File: src/rtl/mb_pkg.sv
// Shared constants, FSM state encoding and ASCII helpers for the Modbus frame checker.
package mb_pkg;

   localparam logic [15:0] MB_CRC_INIT   = 16'hFFFF;
   localparam logic [15:0] MB_CRC_POLY   = 16'hA001;
   localparam logic [7:0]  MB_BCAST_ADDR = 8'h00;

   localparam logic [7:0] MB_CH_COLON = 8'h3A;
   localparam logic [7:0] MB_CH_CR    = 8'h0D;
   localparam logic [7:0] MB_CH_LF    = 8'h0A;
   localparam logic [7:0] MB_CH_0     = 8'h30;
   localparam logic [7:0] MB_CH_9     = 8'h39;
   localparam logic [7:0] MB_CH_UA    = 8'h41;
   localparam logic [7:0] MB_CH_UF    = 8'h46;
   localparam logic [7:0] MB_CH_LA    = 8'h61;
   localparam logic [7:0] MB_CH_LF_HEX = 8'h66;

   typedef enum logic [1:0] {
      ST_IDLE  = 2'd0,
      ST_RECV  = 2'd1,
      ST_CHECK = 2'd2,
      ST_HOLD  = 2'd3
   } mb_state_e;

   // Returns {is_hex, nibble}; is_hex is 0 for anything outside 0-9/A-F/a-f.
   function automatic logic [4:0] mb_hex_decode(input logic [7:0] c);
      logic [4:0] r;
      r = 5'd0;
      if (c >= MB_CH_0 && c <= MB_CH_9)
         r = {1'b1, 4'(c - MB_CH_0)};
      else if (c >= MB_CH_UA && c <= MB_CH_UF)
         r = {1'b1, 4'(c - 8'h37)};
      else if (c >= MB_CH_LA && c <= MB_CH_LF_HEX)
         r = {1'b1, 4'(c - 8'h57)};
      return r;
   endfunction

endpackage

File: src/rtl/mb_crc16.sv
// One combinational byte step of the reflected Modbus CRC-16.
module mb_crc16
   import mb_pkg::*;
(
   input  logic [15:0] crc_in,
   input  logic [7:0]  data_in,
   output logic [15:0] crc_out
);

   always_comb begin
      crc_out = crc_in ^ {8'h00, data_in};
      for (int i = 0; i < 8; i++)
         crc_out = crc_out[0] ? ((crc_out >> 1) ^ MB_CRC_POLY) : (crc_out >> 1);
   end

endmodule

File: config.mk
export PLATFORM = sky130hd
export DESIGN_NAME = mb_crc16
export DESIGN_NICKNAME = d
export VERILOG_FILES = /design/src/rtl/mb_pkg.sv /design/src/rtl/mb_crc16.sv
export SDC_FILE = /design/constraint.sdc
export NUM_CORES = 1
export LEC_CHECK = 0
export ABC_AREA = 1
export CAP_MARGIN = 15
export CORE_MARGIN = 3
export CORE_UTILIZATION = 35
export DETAILED_ROUTE_END_ITERATION = 7
export PLACE_DENSITY = 0.89
export REMOVE_ABC_BUFFERS = 1
export SYNTH_ARGS = -nofsm -noshare
export SYNTH_HDL_FRONTEND = slang
export SYNTH_SLANG_ARGS = --single-unit
File: constraint.sdc
create_clock -name vclk -period 2.5
set_input_delay 0.625 -clock vclk [all_inputs]
set_output_delay 0.625 -clock vclk [all_outputs]
set_load 0.02 [all_outputs]
# --- After elaboration in Yosys (flattened, before gate mapping) ---
# Index checks and enable logic that the tools add are counted.
totals:
  output_inout_bits: 16
  wordCells: 17
  reg_bits: 0
classes:
  n_mux: 8
  bitwise_logic: 9
ops:
  columns: ["operator", "count"]
  rows:
  - ["2-to-1 mux 16 bit", 8]
  - ["NOT 2 -> 3 bit", 8]
  - ["bitwise XOR 16 x 8 -> 16 bit", 1]

# --- Logic depth before layout (Yosys ltp) ---
# Gate-level depths: netlist (run 1).
logic_depth:
  word_depth: 17
  mapped_depth: 15
  depth_no_buf: 15

# --- Least setup slack after synthesis (run 1) ---
# Ideal clock, no wire load.
synth_timing:
  kind: "input -> output"
  startpoint: "input data_in[0]"
  endpoint: "output crc_out[12]"
  setup_slack_ps: -93
  n_path_buf: 0
  t_arrival_ps: 1968
  path_stages: 12
  path_cell_list: "inv_1 nand2_1 nand2_2 nand2_4 nand3_1 nand3_2 nand2_2 nand2_2 nand3_2 nand3_4 nand2_4 xor2_1"
synth_between:
  elab_chain_len: 10
synth_lines:
  columns: ["item", "line", "source"]
  rows:
  - ["from (decl)", "mb_crc16.sv:6", "input logic [7:0] data_in,"]
  - ["bitwise XOR 16 x 8 -> 16 bit (*)", "mb_crc16.sv:11", "crc_out = crc_in ^ {8'h00, data_in};"]
  - ["2-to-1 mux 16 bit (*) (6 in series)", "mb_crc16.sv:13", "crc_out = crc_out[0] ? ((crc_out >> 1) ^ MB_CRC_POLY) : (crc_out >> 1);"]
  - ["NOT 2 -> 3 bit (no line)", null, null]
  - ["2-to-1 mux 16 bit (*) (2 in series)", "mb_crc16.sv:13", null]
  - ["to (decl)", "mb_crc16.sv:7", "output logic [15:0] crc_out"]
# Mark *: on every way between the ends. The rest lies on a longest branch, timed or not.

# --- Final worst setup path (run 1) ---
layout_timing:
  startpoint: "input crc_in[3]"
  endpoint: "output crc_out[12]"
layout_between:
  elab_chain_len: 11
layout_lines:
  columns: ["item", "line", "source"]
  rows:
  - ["from (decl)", "mb_crc16.sv:5", "input logic [15:0] crc_in,"]
  - ["bitwise XOR 16 x 8 -> 16 bit (*)", "mb_crc16.sv:11", null]
  - ["2-to-1 mux 16 bit (*) (2 in series)", "mb_crc16.sv:13", null]
  - ["NOT 2 -> 3 bit (no line)", null, null]
  - ["2-to-1 mux 16 bit (*) (4 in series)", "mb_crc16.sv:13", null]
  - ["NOT 2 -> 3 bit (no line)", null, null]
  - ["2-to-1 mux 16 bit (*) (2 in series)", "mb_crc16.sv:13", null]
# Marked as above.

==> impl_results.md, run 1 <==
- Setup slack after layout: -419 ps
- Clk pwr share: 0%
- Reg area: 0 µm²
- Antenna Violating Nets Remaining: 0
- Avg WL per Cell: 18.6 µm
- Share of power burned in registers: 0%
- Antenna diodes: 0
- Vias per cell: 5.40
- Net Sw Power: 0.302 mW
- GRT Total Usage: 20.3%
- Top Family by Delay on Critical Path: simple AND/OR/NAND/NOR gates
- Yosys warns: 0
- Max Freq: 343 MHz
- Die Wd: 43.7 µm
- Crit Path Class: in2out
- Worst slew margin: 83.6%
- Synth Cell Area: 498 µm²
- Post-Syn Instances: 77
- Initial Util: 40.9%
- Commonest non-fill, non-tap cells in the layout: buf_4 (18), nand2_4 (12), nand2_2 (11)
- Instance area at placement: 853 µm²
- Num sequential: 0
- Minimum clock period after layout: 2920 ps
- Final Cycle Share: 117%
- Critical path fanouts, max: 4
- Final WL: 2.42 mm
- Max-cap violations: 0
- Max incr delay on CP: 240 ps
- Core area: 1220 µm²
- Critical path data required time: 1880 ps
- # port buffers: 30
- Int Pwr: 0.224 mW
- DP Wirelength: 1.16 mm
- Worst Tran Pin Value: 245 ps
- Leakage power: 0.573 nW
- FILL cells: 59
- Slew Limit Fails: 0
- Hold crit path type: in2out
- Grt ovf: 0
- CP Cell Sequence: clkdlybuf4s15_1 -> xnor2_2 -> buf_4 -> nand3_4 -> nand2_4 -> nand2_4 -> nand3_4 -> nand3_4 -> nand2_4 -> xor2_1 -> buf_4
- Setup TNS: -1910 ps
- Final instance area: 1080 µm²
- Number of clock buffers in the layout: 0
- Critical Path AT: 2290 ps
- CP max stage cell: xor2_1
- Nets: 142
- Worst vdd ir: 0.264 mV
- Type of origin of the critical path: input pin
- Share of layout cells above drive strength 1: 69.0%
- Ports: 40
- Gpl congestion: 0.752
- Die Span Y: 43.7 µm
- Final Setup Violations: 8
- Vias in the first global route: 713
- Sequential-to-total area share from yosys stat: 0%
- Initial drt markers: 28
- DIE AREA: 1910 µm²
- Sw Ratio: 57.4%
- RSZ-0062 raised after global routing: yes
- 1st-pass router iterations: 4
- Global-route wire length before repair: 3.10 mm
- Synthesis-to-finish area growth: 118%
- Row Count: 12
- Failing checks: negative setup slack
- Status: complete, but fails checks
- Pwr per Cell Area: 485 nW/µm²
- Commonest non-fill, non-tap cell in the layout: buf_4
- Antenna violations before repair: 0
- Routed via count: 702
- Final hold viol count: 0
- Yosys cell types: 11
- Largest net degree at the start of global routing: 5
- DRC Markers: 0
- Crit end category: primary output
- Mean Syn Cell Area: 6.47 µm²
- WP buf/inv: 3
- Gate power share: 100.0%
## metal layers
metal	part of all wire [%]	global-route usage (%)	up-vias
met5	0	0	-
met4	3.7	5.42	0
met3	5.2	3.32	10
met2	53	37.2	43
met1	38	23.9	336
li1	-	-	313
## timing repair
action,4_1_cts,5_1_grt
gates resized for setup,106,30
setup buffers,2,2
setup endpoints to repair,11,10
hold buffers,0,0
pin swaps,19,20
## power groups by stage
stage               Sequential [mW]  Clock (mW)  Combinational [mW]
floorplan                         0           0               0.226
global placement                  0           0               0.406
detailed placement                0           0               0.414
CTS                               0           0               0.452
global route                      0           0               0.552
finish                            0           0               0.526
## synth_stat cells, drive strengths merged
master | count | area (µm²)
nand2 | 29 | 149
inv | 12 | 45.0
xnor2 | 4 | 42.6
xor2 | 9 | 78.8
nand3 | 18 | 145
buf | 5 | 37.5
## through the flow
step / utilization [%] / cells / setup slack [ps] / hold WS [ps] / power, mW
after floorplan: - / 72 / -93.0 / 1250 / 0.226
after global placement: 70.2 / 126 / -990 / 1250 / 0.406
after detailed placement: 70.2 / 126 / -1110 / 1250 / 0.414
after CTS: 80.5 / 128 / -203 / 1250 / 0.452
after global routing: 89.1 / 130 / -484 / 1250 / 0.552
final: 89.1 / 130 / -419 / 1250 / 0.526
## final timing paths
kind | slack [ps] | depth (start not counted) | to | startpoint
hold / removal | 1250 | 0 | crc_out[1] | crc_in[9]
setup / recovery | -420 | 11 | crc_out[12] | crc_in[3]
## layout make-up
| type | count | area [µm²] | share of cell area [%] |
|---|---|---|---|
| Inverter | 12 | 52.6 | 4.85 |
| Multi-Input combinational cell | 60 | 622 | 57.4 |
| Tap cell | 14 | 17.5 | 1.62 |
| Timing Repair Buffer | 44 | 392 | 36.1 |
## logic make-up after synthesis
group / share of synthesized area, %
xor gates and xnor gates: 24.4
and+or+nand+nor: 59.0
buffers and inverters: 16.6
(Power assumes the default switching activity.)
==> run 2: changes to the inputs <==
--- a/config.mk
+++ b/config.mk
@@ -12,6 +12,7 @@
 export DETAILED_ROUTE_END_ITERATION = 7
 export PLACE_DENSITY = 0.89
 export REMOVE_ABC_BUFFERS = 1
+export SETUP_SLACK_MARGIN = 0.05
 export SYNTH_ARGS = -nofsm -noshare
 export SYNTH_HDL_FRONTEND = slang
 export SYNTH_SLANG_ARGS = --single-unit
==> run 2 against run 1 <==
Net effect:
- the flow still finishes with violations (negative setup slack)
- core utilization decreased by 0.62 points
- via count is 1.0% lower
- routed wire length fell by 5.2%
- final area is 0.69% lower
- global-route usage is the same
- fmax up 4.3%
- sequential cell count is the same
- worst hold slack unchanged
- critical endpoint is now crc_out[0]
- highest routed layer unchanged
==> impl_results.md, run 2 (synthesized netlist as in run 1, its figures left out) <==
- Status: complete, but fails checks (unchanged)
- Failing checks: negative setup slack (unchanged)
- Die Wd: 43.7 µm (unchanged)
- Final WL: 2.30 mm (was 2.42 mm)
- Row Count: 12 (unchanged)
- Global-route wire length before repair: 3.10 mm (unchanged)
- Max Freq: 357 MHz (was 343 MHz)
- Gpl congestion: 0.752 (unchanged)
- Worst Tran Pin Value: 246 ps (was 245 ps)
- Met1 Usage GRT: 23.9% (unchanged)
- Initial drt markers: 24 (was 28)
- DRC Markers: 0 (unchanged)
- Num sequential: 0 (unchanged)
- Type of origin of the critical path: input pin (unchanged)
- # port buffers: 30 (unchanged)
- Final Util: 88.5% (was 89.1%)
- Minimum clock period after layout: 2800 ps (was 2920 ps)
- Max-cap violations: 0 (unchanged)
- Core area: 1220 µm² (unchanged)
- Ports: 40 (unchanged)
- Critical path fanouts, max: 4 (unchanged)
- Grt ovf: 0 (unchanged)
- M3 GR Usage: 3.32% (unchanged)
- Dpl cells: 126 (unchanged)
- Share of layout cells above drive strength 1: 69.8% (was 69.0%)
- Crit Path Class: in2out (unchanged)
- Non-filler cells in the finished layout: 130 (unchanged)
- Antenna Violating Nets Remaining: 0 (unchanged)
- Worst slew margin: 83.5% (was 83.6%)
- Synthesis-to-finish area growth: 116% (was 118%)
- Setup TNS: -1550 ps (was -1910 ps)
- Vias in the first global route: 713 (unchanged)
- RSZ-0062 raised after global routing: yes (unchanged)
- DP Wirelength: 1.16 mm (unchanged)
- Reg area: 0 µm² (unchanged)
- Critical Path AT: 2170 ps (was 2290 ps)
- Routed via count: 695 (was 702)
- 1st-pass router iterations: 4 (unchanged)
- Setup slack after layout: -297 ps (was -419 ps)
- Top Usage Layer GRT: met2 (unchanged)
- Leakage power: 0.564 nW (was 0.573 nW)
- GRT Total Usage: 20.3% (unchanged)
- Commonest non-fill, non-tap cell in the layout: buf_4 (unchanged)
- Worst vdd ir: 0.259 mV (was 0.264 mV)
- DIE AREA: 1910 µm² (unchanged)
- Largest net degree at the start of global routing: 5 (unchanged)
- Commonest non-fill, non-tap cells in the layout: buf_4 (18), nand2_4 (12), nand2_2 (11) (unchanged)
- Initial Util: 40.9% (unchanged)
- Nets: 142 (unchanged)
- Final Cycle Share: 112% (was 117%)
- Instance area at placement: 853 µm² (unchanged)
- Crit end category: primary output (unchanged)
- Number of clock buffers in the layout: 0 (unchanged)
- WHS: 1250 ps (unchanged)
- Grt met2 use: 37.2% (unchanged)
- Die Span Y: 43.7 µm (unchanged)
- Hold crit path type: in2out (unchanged)
- Final Setup Violations: 7 (was 8)
- Vias per cell: 5.35 (was 5.40)
- Avg WL per Cell: 17.7 µm (was 18.6 µm)
- Final instance area: 1080 µm² (about the same)
- Antenna diodes: 0 (unchanged)
- Critical path data required time: 1880 ps (about the same)
- Antenna violations before repair: 0 (unchanged)
- CTS Hold Bufs: 0 (unchanged)
- Final hold viol count: 0 (unchanged)
- Slew Limit Fails: 0 (unchanged)
- Pwr per Cell Area: 481 nW/µm² (was 485 nW/µm²)
==> run 2: layout make-up <==
class | instances | area (µm²)
Tap cell | 14 | 17.5
Fill cell | 61 | 140
Timing Repair Buffer | 44 | 384
Multi-Input combinational cell | 60 | 622
Inverter | 12 | 52.6
==> run 2: final timing paths <==
check,start,depth (start not counted),slack (ps),to
worst max-delay path,data_in[0],17,-300,crc_out[0]
worst min-delay path,crc_in[9],0,1250,crc_out[1]
==> run 2: what timing repair did <==
action | CTS | global route
hold endpoints to repair | 0 | 0
buffers inserted | 2 | 2
resized for setup | 108 | 31
pin swaps | 19 | 20
setup endpoints to repair | 11 | 9
==> run 2: report_power, final <==
group	switching, mW	internal [mW]
logic	0.295	0.223
clock network	0	0
registers	0	0
==> run 2: routing by layer <==
layer / vias to the layer above / wire (µm)
li1: 312 / -
met1: 319 / 864
met2: 54 / 1160
met3: 10 / 169
met4: 0 / 104
met5: - / 0
==> run 2: through the flow <==
stage	setup slack (ps)	power (mW)
global route	-387	0.545
floorplan	-93.0	0.226
CTS	-203	0.452
global placement	-990	0.406
detailed placement	-1110	0.414
finish	-297	0.518
==> run 2: critical path, stage by stage <==
cell and delay (ps):
buf_8 100, inv_4 50, nand2_2 50, nand2_2 110, nand2_4 90, nand2_4 100
nand2_4 70, nand3_4 120, nand2_4 100, nand2_4 120, nand3_4 90, nand3_4 110
nand2_4 90, nand2_4 80, nand3_2 80, nand2_2 80, buf_6 110
